File: config.mk
export PLATFORM = sky130hd
export DESIGN_NAME = sys_run_ctrl
export DESIGN_NICKNAME = d
export VERILOG_FILES = /design/src/rtl/sys_pkg.sv /design/src/rtl/sys_led_mux.sv /design/src/rtl/sys_run_ctrl.sv
export SDC_FILE = /design/constraint.sdc
export NUM_CORES = 1
export LEC_CHECK = 0
export CAP_MARGIN = 20
export CORE_MARGIN = 4
export CORE_UTILIZATION = 33
export CTS_BUF_LIST = sky130_fd_sc_hd__clkbuf_4
export CTS_CLUSTER_SIZE = 20
export DETAILED_ROUTE_END_ITERATION = 12
export PLACE_DENSITY = 0.8
export SYNTH_ARGS = -nofsm -noshare
export SYNTH_HDL_FRONTEND = slang
export SYNTH_SLANG_ARGS = --single-unit
File: constraint.sdc
create_clock -name SYS_clk -period 1.9 [get_ports SYS_clk]
set_input_delay 0.19 -clock SYS_clk [delete_from_list [all_inputs] [get_ports SYS_clk]]
set_output_delay 0.19 -clock SYS_clk [all_outputs]
set_load 0.005 [all_outputs]
File: src/rtl/sys_pkg.sv
// Shared constants for the run controller: FSM state codes, LED source selects
// and the positions of the status bits in the LED word.
package sys_pkg;

  localparam logic [1:0] ST_IDLE = 2'd0;
  localparam logic [1:0] ST_LOAD = 2'd1;
  localparam logic [1:0] ST_RUN  = 2'd2;
  localparam logic [1:0] ST_HALT = 2'd3;

  localparam logic [1:0] SEL_PC    = 2'd0;
  localparam logic [1:0] SEL_INSTR = 2'd1;
  localparam logic [1:0] SEL_REG   = 2'd2;
  localparam logic [1:0] SEL_STAT  = 2'd3;

  localparam int unsigned LED_RUN    = 26;
  localparam int unsigned LED_HALT   = 25;
  localparam int unsigned LED_FLAG   = 24;
  localparam int unsigned LED_DATA_W = 24;
  localparam int unsigned STAT_CYC_W = 16;

endpackage

File: src/rtl/sys_led_mux.sv
// Registered LED display: run/halt/flag status bits plus a selectable
// 24-bit debug field.
module sys_led_mux
  import sys_pkg::*;
#(
  parameter int unsigned LED_W = 27,
  parameter int unsigned CYC_W = 16
) (
  input  logic             clk,
  input  logic             reset,
  input  logic [1:0]       sel,
  input  logic [1:0]       state,
  input  logic             exc,
  input  logic             tmo,
  input  logic [CYC_W-1:0] cycle,
  input  logic [31:0]      dbg_pc,
  input  logic [31:0]      dbg_instr,
  input  logic [31:0]      dbg_reg_data,
  output logic [LED_W-1:0] leds
);

  logic [LED_W-1:0]      leds_d;
  logic [LED_DATA_W-1:0] data;
  logic                  unused_dbg;

  // Only the low 24 bits of each debug word fit on the display.
  assign unused_dbg = ^{dbg_pc[31:24], dbg_instr[31:24], dbg_reg_data[31:24]};

  always_comb begin
    data = '0;
    case (sel)
      SEL_PC:    data = dbg_pc[LED_DATA_W-1:0];
      SEL_INSTR: data = dbg_instr[LED_DATA_W-1:0];
      SEL_REG:   data = dbg_reg_data[LED_DATA_W-1:0];
      SEL_STAT:  data = {tmo, exc, state, 4'b0000, STAT_CYC_W'(cycle)};
      default:   data = '0;
    endcase
  end

  always_comb begin
    leds_d                   = '0;
    leds_d[LED_RUN]          = (state == ST_RUN);
    leds_d[LED_HALT]         = (state == ST_HALT);
    leds_d[LED_FLAG]         = exc | tmo;
    leds_d[LED_DATA_W-1:0]   = data;
  end

  always_ff @(posedge clk) begin
    if (reset) leds <= '0;
    else       leds <= leds_d;
  end

endmodule

File: src/rtl/sys_run_ctrl.sv
// Run controller between board inputs and the MIPS core: holds the core in
// reset, loads the start PC, runs it and stops it on halt, exception or timeout.
module sys_run_ctrl
  import sys_pkg::*;
#(
  parameter int unsigned      PC_W    = 8,
  parameter int unsigned      LED_W   = 27,
  parameter int unsigned      CYC_W   = 16,
  parameter logic [CYC_W-1:0] MAX_CYC = 16'hFFFF
) (
  input  logic             SYS_clk,
  input  logic             SYS_reset,
  input  logic             SYS_load,
  input  logic [PC_W-1:0]  SYS_pc_val,
  input  logic [7:0]       SYS_output_sel,
  input  logic             cpu_halt,
  input  logic             cpu_exc,
  input  logic [31:0]      dbg_pc,
  input  logic [31:0]      dbg_instr,
  input  logic [31:0]      dbg_reg_data,
  output logic             cpu_rst,
  output logic             cpu_ce,
  output logic             pc_load,
  output logic [31:0]      pc_load_val,
  output logic [4:0]       dbg_reg_addr,
  output logic [LED_W-1:0] SYS_leds
);

  logic [1:0]       state_q, state_d;
  logic [CYC_W-1:0] cnt_q, cnt_d;
  logic             exc_q, exc_d;
  logic             tmo_q, tmo_d;
  logic             load_q;
  logic             load_rise;
  logic             unused_sel;

  assign load_rise    = SYS_load & ~load_q;
  assign pc_load_val  = 32'({SYS_pc_val, 2'b00});
  assign dbg_reg_addr = SYS_output_sel[4:0];
  assign unused_sel   = SYS_output_sel[5];

  always_ff @(posedge SYS_clk) begin
    if (SYS_reset) begin
      state_q <= ST_IDLE;
      cnt_q   <= '0;
      exc_q   <= 1'b0;
      tmo_q   <= 1'b0;
      load_q  <= 1'b0;
    end else begin
      state_q <= state_d;
      cnt_q   <= cnt_d;
      exc_q   <= exc_d;
      tmo_q   <= tmo_d;
      load_q  <= SYS_load;
    end
  end

  // A new load edge in RUN wins over halt, exception and timeout.
  always_comb begin
    state_d = state_q;
    cnt_d   = cnt_q;
    exc_d   = exc_q;
    tmo_d   = tmo_q;
    cpu_rst = 1'b1;
    cpu_ce  = 1'b0;
    pc_load = 1'b0;
    case (state_q)
      ST_IDLE: begin
        if (load_rise) state_d = ST_LOAD;
      end
      ST_LOAD: begin
        pc_load = 1'b1;
        cnt_d   = '0;
        exc_d   = 1'b0;
        tmo_d   = 1'b0;
        state_d = ST_RUN;
      end
      ST_RUN: begin
        cpu_rst = 1'b0;
        cpu_ce  = 1'b1;
        cnt_d   = cnt_q + CYC_W'(1);
        if (load_rise) begin
          state_d = ST_LOAD;
        end else if (cpu_exc) begin
          state_d = ST_HALT;
          exc_d   = 1'b1;
        end else if (cpu_halt) begin
          state_d = ST_HALT;
        end else if (cnt_q == MAX_CYC - CYC_W'(1)) begin
          state_d = ST_HALT;
          tmo_d   = 1'b1;
        end
      end
      ST_HALT: begin
        cpu_rst = 1'b0;
        if (load_rise) state_d = ST_LOAD;
      end
      default: state_d = ST_IDLE;
    endcase
  end

  sys_led_mux #(
    .LED_W(LED_W),
    .CYC_W(CYC_W)
  ) u_led_mux (
    .clk          (SYS_clk),
    .reset        (SYS_reset),
    .sel          (SYS_output_sel[7:6]),
    .state        (state_q),
    .exc          (exc_q),
    .tmo          (tmo_q),
    .cycle        (cnt_q),
    .dbg_pc       (dbg_pc),
    .dbg_instr    (dbg_instr),
    .dbg_reg_data (dbg_reg_data),
    .leds         (SYS_leds)
  );

endmodule

## Yosys cells after proc, flatten, opt, wreduce, memory -nomap -nowiden

Index checks and enable logic that the tools add are counted.

- Bits in registers: 48
- Input port bits: 117
- Output and inout port bits: 67
- Logic and storage cells: 51

- Add/subtract/negate cells: 1
- Equality and inequality tests: 14
- Muxes and demuxes: 19
- Bitwise logic cells: 3
- Reductions and logical operators: 8

Operators by type and width:

| kind | count |
|---|---|
| $pmux W24 S4 | 1 |
| $pmux W16 S2 | 1 |
| $add A16 B1 Y16 const B | 1 |
| $eq A16 B16 Y1 const B | 1 |
| $mux W2 | 5 |
| $ne A2 B2 Y1 const B | 5 |
| $mux W1 | 9 |
| $eq A2 B2 Y1 const B | 4 |
| $pmux W2 S3 | 1 |
| $ne A5 B5 Y1 const B | 1 |
| $reduce_and A5 Y1 | 1 |
| $eq A2 B1 Y1 const B | 2 |
| $logic_not A2 Y1 | 2 |
| $pmux W1 S2 | 2 |
| $reduce_or A2 Y1 | 2 |
| $reduce_and A3 Y1 | 1 |
| $ne A2 B1 Y1 const B | 1 |
| $reduce_and A2 Y1 | 1 |
| $reduce_bool A2 Y1 | 1 |
| $and A1 B1 Y1 | 1 |
| $not A1 Y1 | 1 |
| $or A1 B1 Y1 | 1 |

## Logic depth before layout (Yosys ltp)

- Depth in word-level cells: 6
- Depth in mapped cells: 7
- Depth with buffers taken out: 6

## Hierarchy

Synthesis repeated with hierarchy kept, for this count alone.

- Cells, all modules: 275
- Area total of the unflattened synthesis: 2665.1 um^2

By module, submodules not included:

| module | times used | cells an instance | area an instance (um^2) |
|---|---|---|---|
| sys_led_mux | 1 | 121 | 1335.0 |
| sys_run_ctrl | 1 | 154 | 1330.0 |

## Worst setup path before layout

No wires, ideal clock.

- Path kind: reg-to-reg
- Start: register state_q[0]
- End: register cnt_q[13]
- Arrival: 1.707 ns
- Data required time: 1.784 ns
- Slack: 0.077 ns
- Cell stages (with the launch flop): 7
- Buffers on the path: 0
- Path through: dfxtp_1 -> inv_1 -> ha_1 -> nand4b_1 -> nor4_2 -> a31oi_1 -> a41o_1

- Longest elaborated chain between the ends: 2
- Elaborated cells between the ends (all ways): 4

Ends and longest elaborated chain:

| item | line | source |
|---|---|---|
| start, declared | sys_run_ctrl.sv:29 | `logic [1:0] state_q, state_d;` |
| start signal, assigned | sys_run_ctrl.sv:50 | `state_q <= state_d;` |
| $eq A2 B2 Y1 / $eq A2 B1 Y1 (equally long branches) | sys_run_ctrl.sv:67 | `case (state_q)` |
| $pmux W16 S2 / $reduce_bool A2 Y1 (equally long branches) | -- |  |
| end signal, assigned | sys_run_ctrl.sv:51 | `cnt_q <= cnt_d;` |
| end, declared | sys_run_ctrl.sv:30 | `logic [CYC_W-1:0] cnt_q, cnt_d;` |

Parallel ways exist; a longest one is shown, timed or not.
A chain may end at the register's enable or synchronous reset.

## Worst setup path after layout

- Start: register state_q[1]
- End: output cpu_rst

- Longest elaborated chain between the ends: 3
- Elaborated cells between the ends (all ways): 4

Ends and longest elaborated chain:

| item | line | source |
|---|---|---|
| $eq A2 B2 Y1 | -- |  |
| net u_led_mux.leds_d[25] | sys_led_mux.sv:22 | `logic [LED_W-1:0] leds_d;` |
| $reduce_or A2 Y1 (no source line) | -- |  |
| $mux W1 | sys_run_ctrl.sv:67 |  |
| end, declared | sys_run_ctrl.sv:21 | `output logic cpu_rst,` |

The timed path passes the listed nets, and every way through them passes these cells.

==> impl_metrics.py <==
metrics = {
    "yosys": {
        "yosys.area.top_type": "dfxtp_1",
        "syn_avg_cell_area_um2": 10.3,
        "synth_warnings": 0,
        "yosysTopAreaCellShare": 0.362,
        "synth-seq-cells": 48,
        "synth-async-reset-ratio": 0,
        "synth_flop_cell": "dfxtp_1",
        "ys_top_cells_by_area": "dfxtp_1, mux4_2, buf_4",
        "netlist_instances": 257,
        "synth_fa_ha_area_frac": 0.0283,
        "synthXorXnorAreaFrac": 0.0363,
        "synth_cell_types": 42,
        "yosys.area_share.simple": 0.191,
        "muxShareOfSynthArea": 0.191,
        "yosysSeqAreaShare": 0.362,
        "synth_compound_area_frac": 0.0537,
        "synth_edf_count": 0,
        "netlist_area_um2": 2660,
        "synth_top_family_by_area": "multiplexers",
    },
    "placed_design": {
        "gp_congestion": 0.821,
        "place_ws_ps": 95.2,
        "detailed_place_hpwl_um": 5050,
        "dpl_cell_area_um2": 3730,
        "place.port_buffers": 108,
    },
    "critical_path": {
        "cp.arrival_ps": 1620,
        "reg2reg_depth": 7,
        "r2r_end": "state_q[0]",
        "critical_path.reg2reg.startpoint": "state_q[0]",
        "worstSetupPathType": "reg2out",
        "regToRegSetupSlack_ps": 130,
        "crit_fanout": 5,
        "start_kind": "flop",
        "crit_required_ps": 1710,
        "cp-end-kind": "output pin",
    },
    "hold_path": {
        "whs_path_depth": 0,
        "min_path_type": "in2out",
        "min_to": "dbg_reg_addr[0]",
        "min_from": "SYS_output_sel[0]",
    },
    "routing": {
        "wl_um": 6280,
        "routedWlPerCell_um": 13.6,
        "drt_iter0_markers": 78,
        "firstDrtPassIters": 4,
        "ant_nets": 0,
        "dr_total_vias": 2140,
        "viasPerCell": 4.64,
        "drcViolationCount": 0,
    },
    "floorplanning": {
        "start_util": 0.342,
        "dieArea_um2": 9540,
        "die_w_um": 97.7,
        "ios": 184,
        "rows": 32,
        "core-area_um2": 7770,
        "die_h_um": 97.7,
    },
    "finish": {
        "antennaDiodeCount": 0,
        "drive_gt1_frac": 0.117,
        "finalInstanceArea_um2": 3770,
        "final_cell_mix": "clkdlybuf4s50_1, dfxtp_1, nor2_1, nor2b_1, conb_1",
        "layout_commonest_cell": "clkdlybuf4s50_1",
        "final_core_util": 0.486,
        "area_growth_pct": 42.1,
        "fin_nets": 482,
    },
    "timing": {
        "timing.fmax_mhz": 553,
        "rsz0062_at_grt": "false",
        "setup_ws_ps": 91.9,
        "finalCritPeriodShare": 0.952,
        "slew_violations": 0,
        "setup_violations": 0,
        "whs_ps": 380,
        "skew_ps": 8.70,
        "fin_tns_setup_ps": 0,
        "fin_crit_ps": 1810,
        "hold_viol_final": 0,
    },
    "clocking": {
        "cts_root_buf": "clkbuf_4",
        "clock_latency_ps": 350,
        "cts_buffers": 5,
        "clockBufferDepth": 2,
        "cts_tree": "done",
        "post_cts_buffers": 0,
        "cts_sinks": 48,
        "cts_max_level": 2,
        "clk_pin_slew_ps": 120,
    },
    "flow_run": {
        "max_cap_violations": 0,
    },
    "global_route": {
        "grt_overflow": 0,
        "grt_pass1_vias": 2062,
        "track_usage": 0.127,
        "antenna_found_initial": 0,
        "grt_pass1_wl_um": 9940,
        "grt_max_degree": 32,
    },
    "power_and_ir_drop": {
        "irDropWorstVdd_uv": 367,
        "power_per_cell_area_nw_per_um2": 696,
        "leakagePower_nw": 1.43,
    },
    "run_status": {
        "status": "finished, final reports clean",
    },
}
## timing repair
action / 4_1_cts / 5_1_grt
endpoints found under the setup margin: 0 / 5
hold buffers: 0 / 0
gates resized for setup: 0 / 1
hold endpoints to repair: 0 / 0
## synth_stat cells, types with 4 or more instances
cell / n
dfxtp_1: 48
buf_4: 38
nor2_1: 30
nor2b_1: 28
mux4_2: 18
a21oi_1: 9
xor2_1: 7
ha_1: 6
nand2_1: 6
nand3_1: 6
nand4_1: 6
clkbuf_1: 5
mux2i_1: 5
buf_2: 4
inv_1: 4
xnor2_1: 4
## registers in the layout, indices dropped and copies added (netlist names)
register        flops
cnt_q              16
load_q              1
tmo_q               1
state_q             2
exc_q               1
u_led_mux.leds     27
## worst max-delay path, cell delays in order, from the launching register on
cell and delay (ps):
dfxtp_1 340, buf_4 150, ha_1 190, nor2_1 90, clkdlybuf4s50_1 500
## where the power goes
part           switching, mW  internal (mW)
clock                  0.290          0.130
combinational          0.438          0.621
sequential            0.0526           1.10
total                  0.781           1.85
## cell families after synthesis
family                   Yosys count
other                              1
adder cells (fa/ha/maj)            6
AND/OR/NAND/NOR                   92
XOR/XNOR                          11
flip-flops                        48
buffers and inverters             53
multiplexers                      25
AO/OA/AOI/OAI                     21
## cell type report
class,count,area (um2)
well taps,102,128
repair buffers,121,1200
flip-flops and latches,48,961
clock buffers,5,37.5
inverters,4,15.0
multi-input cells,179,1420
fillers,711,3990
clock inverters,2,7.51
## worst max path at each step
| stage | start | end | slack (ps) | cells after the start |
|---|---|---|---|---|
| floorplan | state_q[0] | cnt_q[13] | 80 | 6 |
| global placement | state_q[0] | cnt_q[13] | 100 | 6 |
| detailed placement | state_q[0] | state_q[0] | 100 | 7 |
| CTS | state_q[0] | cpu_rst | 3 | 4 |
| global route | state_q[1] | cpu_rst | 7 | 4 |
| finish | state_q[1] | cpu_rst | 90 | 4 |
## through the flow
step,cells,power (mW)
floorplan,280,1.79
global route,461,2.80
CTS,461,2.65
detailed placement,454,2.22
finish,461,2.63
global placement,454,2.20
## routing by layer
metal / track usage / part of all wire / vias to the layer above
li1: - / - / 1046
met1: 0.144 / 0.39 / 1003
met2: 0.236 / 0.53 / 83
met3: 0.0345 / 0.071 / 8
met4: 0.0288 / 0.011 / 0
met5: 0 / 0 / -
(Power assumes the default switching activity.)
